`src/rtl/rf_write_arbiter.sv`:
```
// Two-source arbiter for the register file's single write port: fixed priority to
// the ALU path, starvation guard for the load path, registered write stage, x0 drop.
module rf_write_arbiter #(
  parameter int unsigned DATA_W   = 32,
  parameter int unsigned ADDR_W   = 5,
  parameter int unsigned MAX_WAIT = 4
) (
  input  logic              clk,
  input  logic              reset,
  input  logic              stall,
  input  logic              req0_valid,
  input  logic [ADDR_W-1:0] req0_addr,
  input  logic [DATA_W-1:0] req0_data,
  output logic              req0_ready,
  input  logic              req1_valid,
  input  logic [ADDR_W-1:0] req1_addr,
  input  logic [DATA_W-1:0] req1_data,
  output logic              req1_ready,
  output logic              rf_we,
  output logic [ADDR_W-1:0] rf_addr,
  output logic [DATA_W-1:0] rf_wd,
  output logic              grant_id,
  output logic [7:0]        drop_cnt
);

  localparam int unsigned CNT_W  = 4;
  localparam int unsigned DROP_W = 8;
  localparam logic [CNT_W-1:0]  WAIT_LIM = CNT_W'(MAX_WAIT);
  localparam logic [DROP_W-1:0] DROP_MAX = '1;

  typedef struct packed {
    logic              src;
    logic [ADDR_W-1:0] addr;
    logic [DATA_W-1:0] data;
  } wb_req_t;

  logic [CNT_W-1:0] wait_cnt;
  logic             starved_c;
  logic             xfer0_c;
  logic             xfer1_c;
  logic             xfer_c;
  wb_req_t          win_c;

  // Grant: requester 1 only wins a contended cycle once it has waited MAX_WAIT cycles.
  always_comb begin
    req0_ready = 1'b0;
    req1_ready = 1'b0;
    starved_c  = (wait_cnt == WAIT_LIM);
    if (reset && !stall) begin
      if (req1_valid && (!req0_valid || starved_c)) begin
        req1_ready = 1'b1;
      end else if (req0_valid) begin
        req0_ready = 1'b1;
      end
    end
  end

  assign xfer0_c = req0_valid & req0_ready;
  assign xfer1_c = req1_valid & req1_ready;
  assign xfer_c  = xfer0_c | xfer1_c;

  always_comb begin
    win_c.src  = 1'b0;
    win_c.addr = req0_addr;
    win_c.data = req0_data;
    if (xfer1_c) begin
      win_c.src  = 1'b1;
      win_c.addr = req1_addr;
      win_c.data = req1_data;
    end
  end

  // Refused-cycle counter; stall cycles neither count nor clear.
  always_ff @(posedge clk or negedge reset) begin
    if (!reset) begin
      wait_cnt <= '0;
    end else if (xfer1_c) begin
      wait_cnt <= '0;
    end else if (req1_valid && !req1_ready && !stall && !starved_c) begin
      wait_cnt <= wait_cnt + CNT_W'(1);
    end
  end

  // Write stage: one registered beat towards WE3/A3/WD3; x0 writes are counted, not issued.
  always_ff @(posedge clk or negedge reset) begin
    if (!reset) begin
      rf_we    <= 1'b0;
      rf_addr  <= '0;
      rf_wd    <= '0;
      grant_id <= 1'b0;
    end else begin
      rf_we <= 1'b0;
      if (xfer_c && (win_c.addr != '0)) begin
        rf_we    <= 1'b1;
        rf_addr  <= win_c.addr;
        rf_wd    <= win_c.data;
        grant_id <= win_c.src;
      end
    end
  end

  always_ff @(posedge clk or negedge reset) begin
    if (!reset) begin
      drop_cnt <= '0;
    end else if (xfer_c && (win_c.addr == '0) && (drop_cnt != DROP_MAX)) begin
      drop_cnt <= drop_cnt + DROP_W'(1);
    end
  end

endmodule

```
`config.mk`:
```
export PLATFORM = sky130hd
export DESIGN_NAME = rf_write_arbiter
export DESIGN_NICKNAME = d
export VERILOG_FILES = /design/src/rtl/rf_write_arbiter.sv
export SDC_FILE = /design/constraint.sdc
export NUM_CORES = 1
export LEC_CHECK = 0
export ABC_AREA = 0
export BUFFER_PORTS_ARGS = -buffer_cell sky130_fd_sc_hd__buf_2
export CAP_MARGIN = 20
export CELL_PAD_IN_SITES_DETAIL_PLACEMENT = 0
export CELL_PAD_IN_SITES_GLOBAL_PLACEMENT = 1
export CORE_MARGIN = 2
export CORE_UTILIZATION = 36
export CTS_BUF_LIST = sky130_fd_sc_hd__clkbuf_4
export CTS_CLUSTER_DIAMETER = 120
export DETAILED_ROUTE_END_ITERATION = 7
export PLACE_DENSITY = 0.89
export SKIP_LAST_GASP = 1
export SYNTH_ARGS = -nofsm -noshare
export SYNTH_HDL_FRONTEND = slang
export SYNTH_SLANG_ARGS = --single-unit
```
`constraint.sdc`:
```
create_clock -name clk -period 2.65 [get_ports clk]
set_input_delay 0.265 -clock clk [delete_from_list [all_inputs] [get_ports clk]]
set_output_delay 0.265 -clock clk [all_outputs]
set_load 0.01 [all_outputs]
```
Word-level counts from Yosys, hierarchy flattened:

Cells that the tools add are included.

* register bits: 51
* input port bits: 79
* logic and storage cells: 38

* add/subtract/negate cells: 2
* eq/ne operators: 2
* mux-type cells: 9
* bitwise logic cells: 3
* reduce and logical (&&, ||, !) cells: 16

Operators by type and width (count)
* 38-bit two-way mux: 1
* 8-bit by 1-bit adder with 8-bit output (second input constant): 1
* 1-bit logical AND: 8
* 4-bit two-way mux: 2
* 8-bit inequality test (second input constant): 1
* 1-bit two-way mux: 6
* 5-bit logical NOT: 1
* 5-bit nonzero test: 1
* 4-bit by 1-bit adder with 4-bit output (second input constant): 1
* 4-bit by 3-bit equality test with 1-bit output (second input constant): 1
* 1-bit logical NOT: 4
* 1-bit AND: 2
* 2-bit nonzero test: 1
* 1-bit logical OR: 1
* 1-bit OR: 1

Logic depth before layout (Yosys ltp):

Gate-level depths: netlist (run 1).

* word-level depth: 11
* mapped depth: 7

Worst setup path after synthesis (run 1):

Ideal clock, no wire load.

* kind: reg-to-reg
* start: register wait_cnt[0]
* end: register rf_addr[3]
* library setup time: 0.125 ns
* arrival time: 2.082 ns
* slack: 0.443 ns
* cell stages (with the launch flop): 8
* period minus slack after synthesis: 2.207 ns
* path through: dfrtp_1 -> inv_1 -> ha_1 -> nand3b_1 -> a211oi_2 -> buf_2 -> mux2_2 -> mux2_2

* cells in the longest elaborated chain, start to end: 9

Ends and longest elaborated chain
* start, declared: RTL line 37 `logic [CNT_W-1:0] wait_cnt;`
* start signal, assigned: RTL line 80 `wait_cnt <= wait_cnt + CNT_W'(1);`
* 4-bit by 3-bit equality test with 1-bit output *: RTL line 48 `starved_c = (wait_cnt == WAIT_LIM);`
* 1-bit logical OR *: RTL line 50 `if (req1_valid && (!req0_valid || starved_c)) begin`
* 1-bit logical AND *: RTL line 50
* 1-bit two-way mux *: RTL line 50
* 1-bit two-way mux *: RTL line 49 `if (reset && !stall) begin`
* via req1_ready: RTL line 18 `output logic req1_ready,`
* 1-bit AND *: RTL line 59 `assign xfer1_c = req1_valid & req1_ready;`
* 38-bit two-way mux: RTL line 66 `if (xfer1_c) begin`
* 5-bit nonzero test: RTL line 93 `if (xfer_c && (win_c.addr != '0)) begin`
* 1-bit logical AND: RTL line 93
* end signal, assigned: RTL line 95 `rf_addr <= win_c.addr;`
* end, declared: RTL line 20 `output logic [ADDR_W-1:0] rf_addr,`

Mark *: on every way through the listed nets, which the timed path passes. The rest lies on a longest branch.
A chain may end at the register's enable or synchronous reset.

Worst setup path in the final report (run 1):

* start: register wait_cnt[0]
* end: output port req1_ready

* cells in the longest elaborated chain, start to end: 5

Ends and longest elaborated chain (RTL line)
* 4-bit by 3-bit equality test with 1-bit output: 48
* 1-bit logical OR: 50
* 1-bit logical AND: 50
* 1-bit two-way mux: 50
* 1-bit two-way mux: 49
* end, declared: 18

Every way passes these cells.

==> impl_metrics.toml, run 1 <==
[synth]
syn_avg_cell_area_um2 = 12.9
ys_seq_elements = 51
synthesis.nets = 291
async_flop_share_pct = 100
ys_seq_area_share_pct = 47.5
netlist_area_um2 = 2690
synth_cells = 209
yosys_most_used_dff = "dfrtp_1"
synth_cell_type_count = 39
synth_edf_count = 0
synth_warnings = 0

[clock_network]
cts_resized = 0
cts_hold_buf = 0
clkTransAtPathRegs_ns = 0.13
clock-root-buffer = "clkbuf_4"
clockBufferDepth = 2
cts_made_buffers = 5
cts_setup_buffers = 0
insertion_delay_ns = 0.35
cts_tree = "yes"
htreeDepth = 2
cts_sinks = 51

[placed_design]
gp_congestion = 0.786
io_buffer_count = 127
hpwl_mm = 4.71
placed_area_um2 = 3480

[critical_path]
critPathLaunchType = "flop"
path_cells = "inv_1 > ha_1 > nand3b_1 > a211oi_4 > buf_12 > buf_2"
cp_max_fo = 43
path_class = "flop to primary output"
cp.arrival_ns = 2.07
slowest_stage = "dfrtp_1"
slowest_delay_ns = 0.42
worst-path-buf-inv = 3
required_ns = 2.38
endpoint_kind = "primary output"
critical_path.top_delay_family = "buffers and inverters"

[layout]
final_cell_mix = "buf_2 (127), mux2_2 (72), dfrtp_1 (51), nor2_1 (7)"
nFillCells = 700
layout.nets = 421
final_area_um2 = 3560
seq_area_um2 = 1280
final_common_cell = "buf_2"
area_growth_pct = 32.3
antennaDiodeCount = 0
multi_input_area_um2 = 1360
layout-drive-gt1-share_pct = 64.9

[global_routing]
use_met2_pct = 26.8
met1_usage_pct = 19.1
antenna_found_initial = 0
use_met3_pct = 4.42
top_usage_layer = "met2"
grt_pass1_wl_mm = 10.4
grt_max_degree = 52
gr-total-overflow = 0
grt_pass1_vias = 2220
globalRouteTotalUtil_pct = 15.4

[timing]
fmax_mhz = 428
layout_min_cycle_time_ns = 2.34
tightest_slew_ns = 0.627
tns_ns = 0
finClkSkew_ns = 0.0136
setup_viol = 0
rsz0062_at_grt = "false"
maxSlewViolCount = 0
hold_violations = 0
fin_crit_sh_pct = 88.2
relSlewSlack_pct = 58.2

[worst_hold_path]
worst_hold_path_type = "primary input to asynchronous set/reset pin"

[drt]
totalWireLength_mm = 6.08
routed_via_density = 4.85
via_count = 2123
first_pass_iters = 4
ant_nets = 0
drt_iter0_markers = 90
drc = 0
avgRoutedWirePerCell_um = 13.9

[floorplanning]
initial_core_util_pct = 37.1
core-area_um2 = 7250
num_io_pins = 128
fp.dieH_um = 90.4
die_x_um = 90.4
die-area_um2 = 8170
row_count = 31

[power]
power.internal_mw = 1.57
peakVddDrop_mv = 0.354
p_total_mw = 2.26
p_leak_nw = 1.68
clkPwrFrac_pct = 19.1
power_density_nw_per_um2 = 636
combPwrFrac_pct = 32.7
switching_power_uw = 692
swShare_pct = 30.6
power_frac_seq_pct = 48.2

[job]
maxCapViolCount = 0

[outcome]
status = "completed"
-- synth_stat cells, drive strengths merged, types with 2 or more instances --
cell | count | area [um2]
mux2 | 72 | 811
dfrtp | 51 | 1280
buf | 8 | 40.0
nor2 | 7 | 26.3
inv | 6 | 22.5
nand2 | 6 | 22.5
nand3 | 4 | 20.0
o2111ai | 4 | 35.0
o21ai | 4 | 20.0
xnor2 | 4 | 35.0
and3 | 3 | 18.8
ha | 3 | 37.5
mux2i | 3 | 30.0
o211ai | 3 | 27.5
or4 | 3 | 30.0
a21oi | 2 | 13.8
nand2b | 2 | 12.5
nand4 | 2 | 12.5
nand4b | 2 | 17.5
nor3 | 2 | 10.0
o22ai | 2 | 12.5
xor2 | 2 | 17.5
-- cells by family (layout without fill, tap and decap cells) --
| kind of cell | Yosys count | after routing | synth area share, % |
|---|---|---|---|
| flip-flops | 51 | 51 | 47.5 |
| buffers and inverters | 15 | 145 | 2.47 |
| AO/OA/AOI/OAI | 22 | 22 | 7.22 |
| AND/OR/NAND/NOR | 37 | 37 | 8.19 |
| XOR/XNOR | 6 | 6 | 1.96 |
| adder cells (fa/ha/maj) | 3 | 3 | 1.40 |
| multiplexers | 75 | 75 | 31.3 |
-- layout make-up --
class                           count  area share, %
Tap cell                           99           3.48
Clock inverter                      1          0.844
Multi-Input combinational cell    143           38.2
Clock buffer                        6           1.27
Timing Repair Buffer              132           19.6
Sequential cell                    51           35.9
Inverter                            6          0.633
-- sequential cells by signal, summed over array words and instances, names as in the netlist --
signal and count:
drop_cnt 8, rf_addr 5, grant_id 1, rf_wd 32, rf_we 1, wait_cnt 4
-- metrics by stage --
step                      util (%)  hold WS, ns  instances  setup WS, ns
after floorplan                  -      -0.0306        209         0.443
after CTS                     49.0       0.0497        438         0.260
after global routing          49.0       0.0707        438         0.127
after detailed placement      48.0        0.457        431         0.359
final                         49.0       0.0367        438         0.313
after global placement        48.0        0.464        431         0.427
-- final timing paths --
path,depth (start not counted),slack (ns),end,startpoint
worst max-delay path,6,0.31,req1_ready,wait_cnt[0]
worst min-delay path,2,0.04,drop_cnt[5],reset
worst max register to register,7,0.35,rf_wd[20],wait_cnt[0]
worst min register to register,1,0.51,rf_wd[28],rf_wd[28]
max in group asynchronous,2,2.18,drop_cnt[2],reset
min in group clk,3,0.22,rf_addr[4],req0_addr[4]
-- power groups by stage --
stage,logic (mW),clock network (mW),registers [mW]
2_1_floorplan,0.332,0,1.18
3_3_place_gp,0.734,0,1.10
3_5_place_dp,0.753,0,1.11
4_1_cts,0.755,0.454,1.09
5_1_grt,0.818,0.486,1.12
6_report,0.740,0.431,1.09
-- metal layers --
metal	up-vias	wire length (um)
li1	1032	-
met1	1024	2530
met2	65	3140
met3	2	380
met4	0	26
met5	-	0
Power figures use the tool's default switching activity.
==> run 2, diff against run 1 <==
--- a/config.mk
+++ b/config.mk
@@ -15,6 +15,7 @@
 export CTS_BUF_LIST = sky130_fd_sc_hd__clkbuf_4
 export CTS_CLUSTER_DIAMETER = 120
 export DETAILED_ROUTE_END_ITERATION = 7
+export HOLD_SLACK_MARGIN = 0.06
 export PLACE_DENSITY = 0.89
 export SKIP_LAST_GASP = 1
 export SYNTH_ARGS = -nofsm -noshare
==> constraint.sdc (replaced) <==
create_clock -name clk -period 2.5 [get_ports clk]
set_input_delay 0.25 -clock clk [delete_from_list [all_inputs] [get_ports clk]]
set_output_delay 0.25 -clock clk [all_outputs]
set_load 0.01 [all_outputs]
==> impl_metrics.toml, run 2 (synthesis results as in run 1) <==
[outcome]
status = "completed"

[worst_hold_path]
worst_hold_path_type = "primary input to flop"

[critical_path]
critPathLaunchType = "flop"
required_ns = 2.25
endpoint_kind = "primary output"
path_class = "flop to primary output"
cp_max_fo = 22
cp.arrival_ns = 2.07

[layout]
final_cell_mix = "buf_2 (127), mux2_2 (72), dfrtp_1 (51), nor2_1 (7), clkbuf_4 (7)"
largest_register_ffs = 32
antennaDiodeCount = 0
final_area_um2 = 3580
final_cells = 442
layout-drive-gt1-share_pct = 65.0
top_regs = "rf_wd: 32 flops, drop_cnt: 8 flops, rf_addr: 5 flops"
max_flop_register = "rf_wd"
area_growth_pct = 33.2
final_common_cell = "buf_2"
finalCoreUtilization_pct = 49.4
layout.nets = 424
nFillCells = 697

[floorplanning]
num_io_pins = 128
die-area_um2 = 8170
core-area_um2 = 7250
fp.dieH_um = 90.4
row_count = 31
die_x_um = 90.4
initial_core_util_pct = 37.1

[global_routing]
grt_pass1_vias = 2279
grt_pass1_wl_mm = 10.8
gr-total-overflow = 0
globalRouteTotalUtil_pct = 16.0
antenna_found_initial = 0
grt_max_degree = 52

[clock_network]
clockBufferDepth = 2
cts_sinks = 51
cts_made_buffers = 5
cts_resized = 0
cts_tree = "yes"
htreeDepth = 2
clock-root-buffer = "clkbuf_4"
clkTransAtPathRegs_ns = 0.14
insertion_delay_ns = 0.35

[timing]
tns_ns = 0
layout_min_cycle_time_ns = 2.32
finClkSkew_ns = 0.00552
relSlewSlack_pct = 55.6
rsz0062_at_grt = "false"
final.setup.worst_slack_ns = 0.178
fmax_mhz = 431
tightest_slew_ns = 0.666
fin_crit_sh_pct = 92.9
maxSlewViolCount = 0
setup_viol = 0
hold_ws_ns = 0.213
hold_violations = 0

[drt]
via_count = 2191
ant_nets = 0
first_pass_iters = 4
routed_via_density = 4.96
totalWireLength_mm = 6.60
drt_iter0_markers = 46
drc = 0
avgRoutedWirePerCell_um = 14.9

[placed_design]
hpwl_mm = 4.77
place_ws_ns = 0.211
io_buffer_count = 127
gp_congestion = 0.720
placed_area_um2 = 3490
placedCellCount = 432

[power]
p_leak_nw = 1.70
peakVddDrop_mv = 0.355
p_total_mw = 2.33
power_density_nw_per_um2 = 651

[job]
maxCapViolCount = 0
[run 2: repair_timing]
item	in CTS	in global routing
endpoints found under the setup margin	0	1
hold buffers	1	0
hold endpoints to repair	51	0
buffers inserted	0	0
[run 2: path summary, 6_finish.rpt]
path | slack, ns | cells past startpoint | to | from
min reg2reg | 0.52 | 1 | rf_wd[11] | rf_wd[11]
min in group asynchronous | 0.56 | 3 | drop_cnt[5] | reset
max reg2reg | 0.19 | 7 | rf_wd[26] | wait_cnt[0]
max | 0.18 | 6 | req1_ready | wait_cnt[0]
max in group asynchronous | 1.50 | 3 | rf_wd[1] | reset
min | 0.21 | 3 | rf_addr[4] | req0_addr[4]
[run 2: final cells by class]
cell class / instances / area, um2 / share of cell area (%)
clock buffers: 7 / 52.6 / 1.47
clock inverters: 1 / 5.00 / 0.140
multi-input cells: 143 / 1360 / 38.0
inverters: 6 / 22.5 / 0.629
repair buffers: 135 / 741 / 20.7
well taps: 99 / 124 / 3.46
flip-flops and latches: 51 / 1280 / 35.6
[run 2: metal layers]
metal / GRT usage, % / routed length (um) / part of all wire, % / vias to the layer above
met2: 26.8 / 3250 / 49 / 75
met1: 20.8 / 2900 / 44 / 1067
met5: 0 / 0 / 0 / -
li1: - / - / - / 1045
met4: 3.97 / 43 / 0.65 / 0
met3: 4.09 / 409 / 6.2 / 4
[run 2: worst max-delay path, cell delays in order (launching register included)]
cell	delay, ns
dfrtp_1	0.42
inv_1	0.09
ha_1	0.19
nand3b_1	0.22
a211oi_4	0.40
buf_12	0.23
buf_2	0.16
[run 2: power by group]
part	total [mW]	switching, mW	internal (mW)
clock network	0.381	0.249	0.132
registers	1.16	0.127	1.03
logic	0.790	0.373	0.417
total	2.33	0.749	1.58
==> run 3, diff against run 2 <==
--- a/config.mk
+++ b/config.mk
@@ -16,7 +16,7 @@
 export CTS_CLUSTER_DIAMETER = 120
 export DETAILED_ROUTE_END_ITERATION = 7
 export HOLD_SLACK_MARGIN = 0.06
-export PLACE_DENSITY = 0.89
+export PLACE_DENSITY = 0.79
 export SKIP_LAST_GASP = 1
 export SYNTH_ARGS = -nofsm -noshare
 export SYNTH_HDL_FRONTEND = slang
==> impl_metrics.toml, run 3 (synthesis results as in run 1) <==
[critical_path]
endpoint_kind = "flop"
slowest_stage = "a211oi_4"
required_ns = 2.75
r2r-end = "rf_wd[15]"
path_class = "flop to flop"
worst-path-buf-inv = 2
crit_top_cell = "mux2_2"
slowest_delay_ns = 0.43
cp.depth = 7
reg2reg_slack_ns = 0.12
critPathLaunchType = "flop"
critical_path.top_delay_family = "multiplexers"
cp.arrival_ns = 2.63
path_cells = "inv_1 > ha_1 > nand3b_1 > a211oi_4 > buf_12 > mux2_2 > mux2_2"
cp_max_fo = 35
r2r_cells = 7
r2r-start = "wait_cnt[0]"

[drt]
first_pass_iters = 4
via_count = 2147
drc = 0
ant_nets = 0
totalWireLength_mm = 6.21
drt_iter0_markers = 48
routed_via_density = 4.86
avgRoutedWirePerCell_um = 14.1

[floorplanning]
die_x_um = 90.4
fp.dieH_um = 90.4
num_io_pins = 128
initial_core_util_pct = 37.1
core-area_um2 = 7250
die-area_um2 = 8170
row_count = 31

[global_routing]
gr-total-overflow = 0
grt_pass1_wl_mm = 10.4
antenna_found_initial = 0
globalRouteTotalUtil_pct = 15.4
grt_pass1_vias = 2222
grt_max_degree = 52

[layout]
layout-drive-gt1-share_pct = 64.7
antennaDiodeCount = 0
layout.nets = 425
top_regs = "rf_wd: 32 flops, drop_cnt: 8 flops, rf_addr: 5 flops"
final_cells = 442
area_growth_pct = 32.0
max_flop_register = "rf_wd"
largest_register_ffs = 32
final_common_cell = "buf_2"
final_cell_mix = "buf_2 (127), mux2_2 (72), dfrtp_1 (51), nor2_1 (7), buf_4 (7)"

[timing]
setup_viol = 0
fin_crit_sh_pct = 95.3
rsz0062_at_grt = "false"
maxSlewViolCount = 0
tightest_slew_ns = 0.648
tns_ns = 0
fmax_mhz = 420
layout_min_cycle_time_ns = 2.38
relSlewSlack_pct = 56.8
finClkSkew_ns = 0.0107
hold_violations = 0

[power]
power_density_nw_per_um2 = 645
peakVddDrop_mv = 0.285
p_leak_nw = 1.68

[clock_network]
cts_made_buffers = 5
clkTransAtPathRegs_ns = 0.14
cts_tree = "yes"
insertion_delay_ns = 0.35
htreeDepth = 2
clockBufferDepth = 2
cts_sinks = 51
clock-root-buffer = "clkbuf_4"
cts_setup_buffers = 0

[job]
maxCapViolCount = 0

[worst_hold_path]
worst_hold_path_type = "primary input to flop"
hold_depth = 3
hold_start = "req0_addr[1]"
hold_path_end = "rf_addr[1]"

[placed_design]
hpwl_mm = 4.61
io_buffer_count = 127
placedCellCount = 434
gp_congestion = 0.773

[outcome]
status = "completed"
-- run 3: cell types whose count changed in the layout (fill, tap and decap cells not counted), sizes merged --
cell | before | now
buf | 133 | 135
clkinv | 1 | 2
clkbuf | 8 | 5
-- run 3: how the worst max path moves through the flow --
stage / from / endpoint / slack [ns]
after detailed placement: wait_cnt[0] / rf_wd[31] / 0.14
after floorplan: wait_cnt[0] / rf_addr[3] / 0.29
final: wait_cnt[0] / rf_wd[15] / 0.12
after global routing: wait_cnt[0] / rf_wd[13] / 0.002
after CTS: wait_cnt[0] / rf_wd[31] / 0.11
after global placement: wait_cnt[0] / rf_wd[2] / 0.22
-- run 3: area by class of cell --
type | instances | area [um2]
Fill cell | 702 | 3710
Multi-Input combinational cell | 143 | 1360
Sequential cell | 51 | 1280
Timing Repair Buffer | 136 | 718
Tap cell | 99 | 124
Clock buffer | 5 | 37.5
Inverter | 6 | 22.5
Clock inverter | 2 | 8.76
-- run 3: report_power, final --
| group | total, mW | switching, mW | internal (mW) |
|---|---|---|---|
| combinational | 0.783 | 0.370 | 0.413 |
| clock | 0.352 | 0.252 | 0.101 |
| sequential | 1.15 | 0.118 | 1.03 |
-- run 3: per-layer routing --
metal  share of wire, %  track usage, %
met1                 42            19.1
met2                 52            26.5
met3                5.0            3.76
met4               0.89            4.74
met5                  0               0
-- run 3: per-stage QoR --
stage / area (um2) / setup WS [ns] / utilization [%] / hold WS, ns / power [mW]
finish: 3550 / 0.118 / 48.9 / 0.172 / 2.29
CTS: 3550 / 0.108 / 48.9 / 0.160 / 2.33
floorplan: 2690 / 0.293 / - / -0.0456 / 1.60
global placement: 3490 / 0.220 / 48.1 / 0.468 / 1.94
global route: 3550 / 0.00157 / 48.9 / 0.166 / 2.46
detailed placement: 3490 / 0.141 / 48.1 / 0.466 / 1.97
-- run 3: worst reg2reg max path, cell delays in order, from the launching register on --
cell	delay, ns
dfrtp_1	0.42
inv_1	0.09
ha_1	0.20
nand3b_1	0.23
a211oi_4	0.43
buf_12	0.27
mux2_2	0.38
mux2_2	0.26
-- run 3: repair_timing --
action / CTS / global route
hold buffers: 1 / 0
endpoints found under the hold margin: 14 / 0
gates resized for setup: 0 / 0
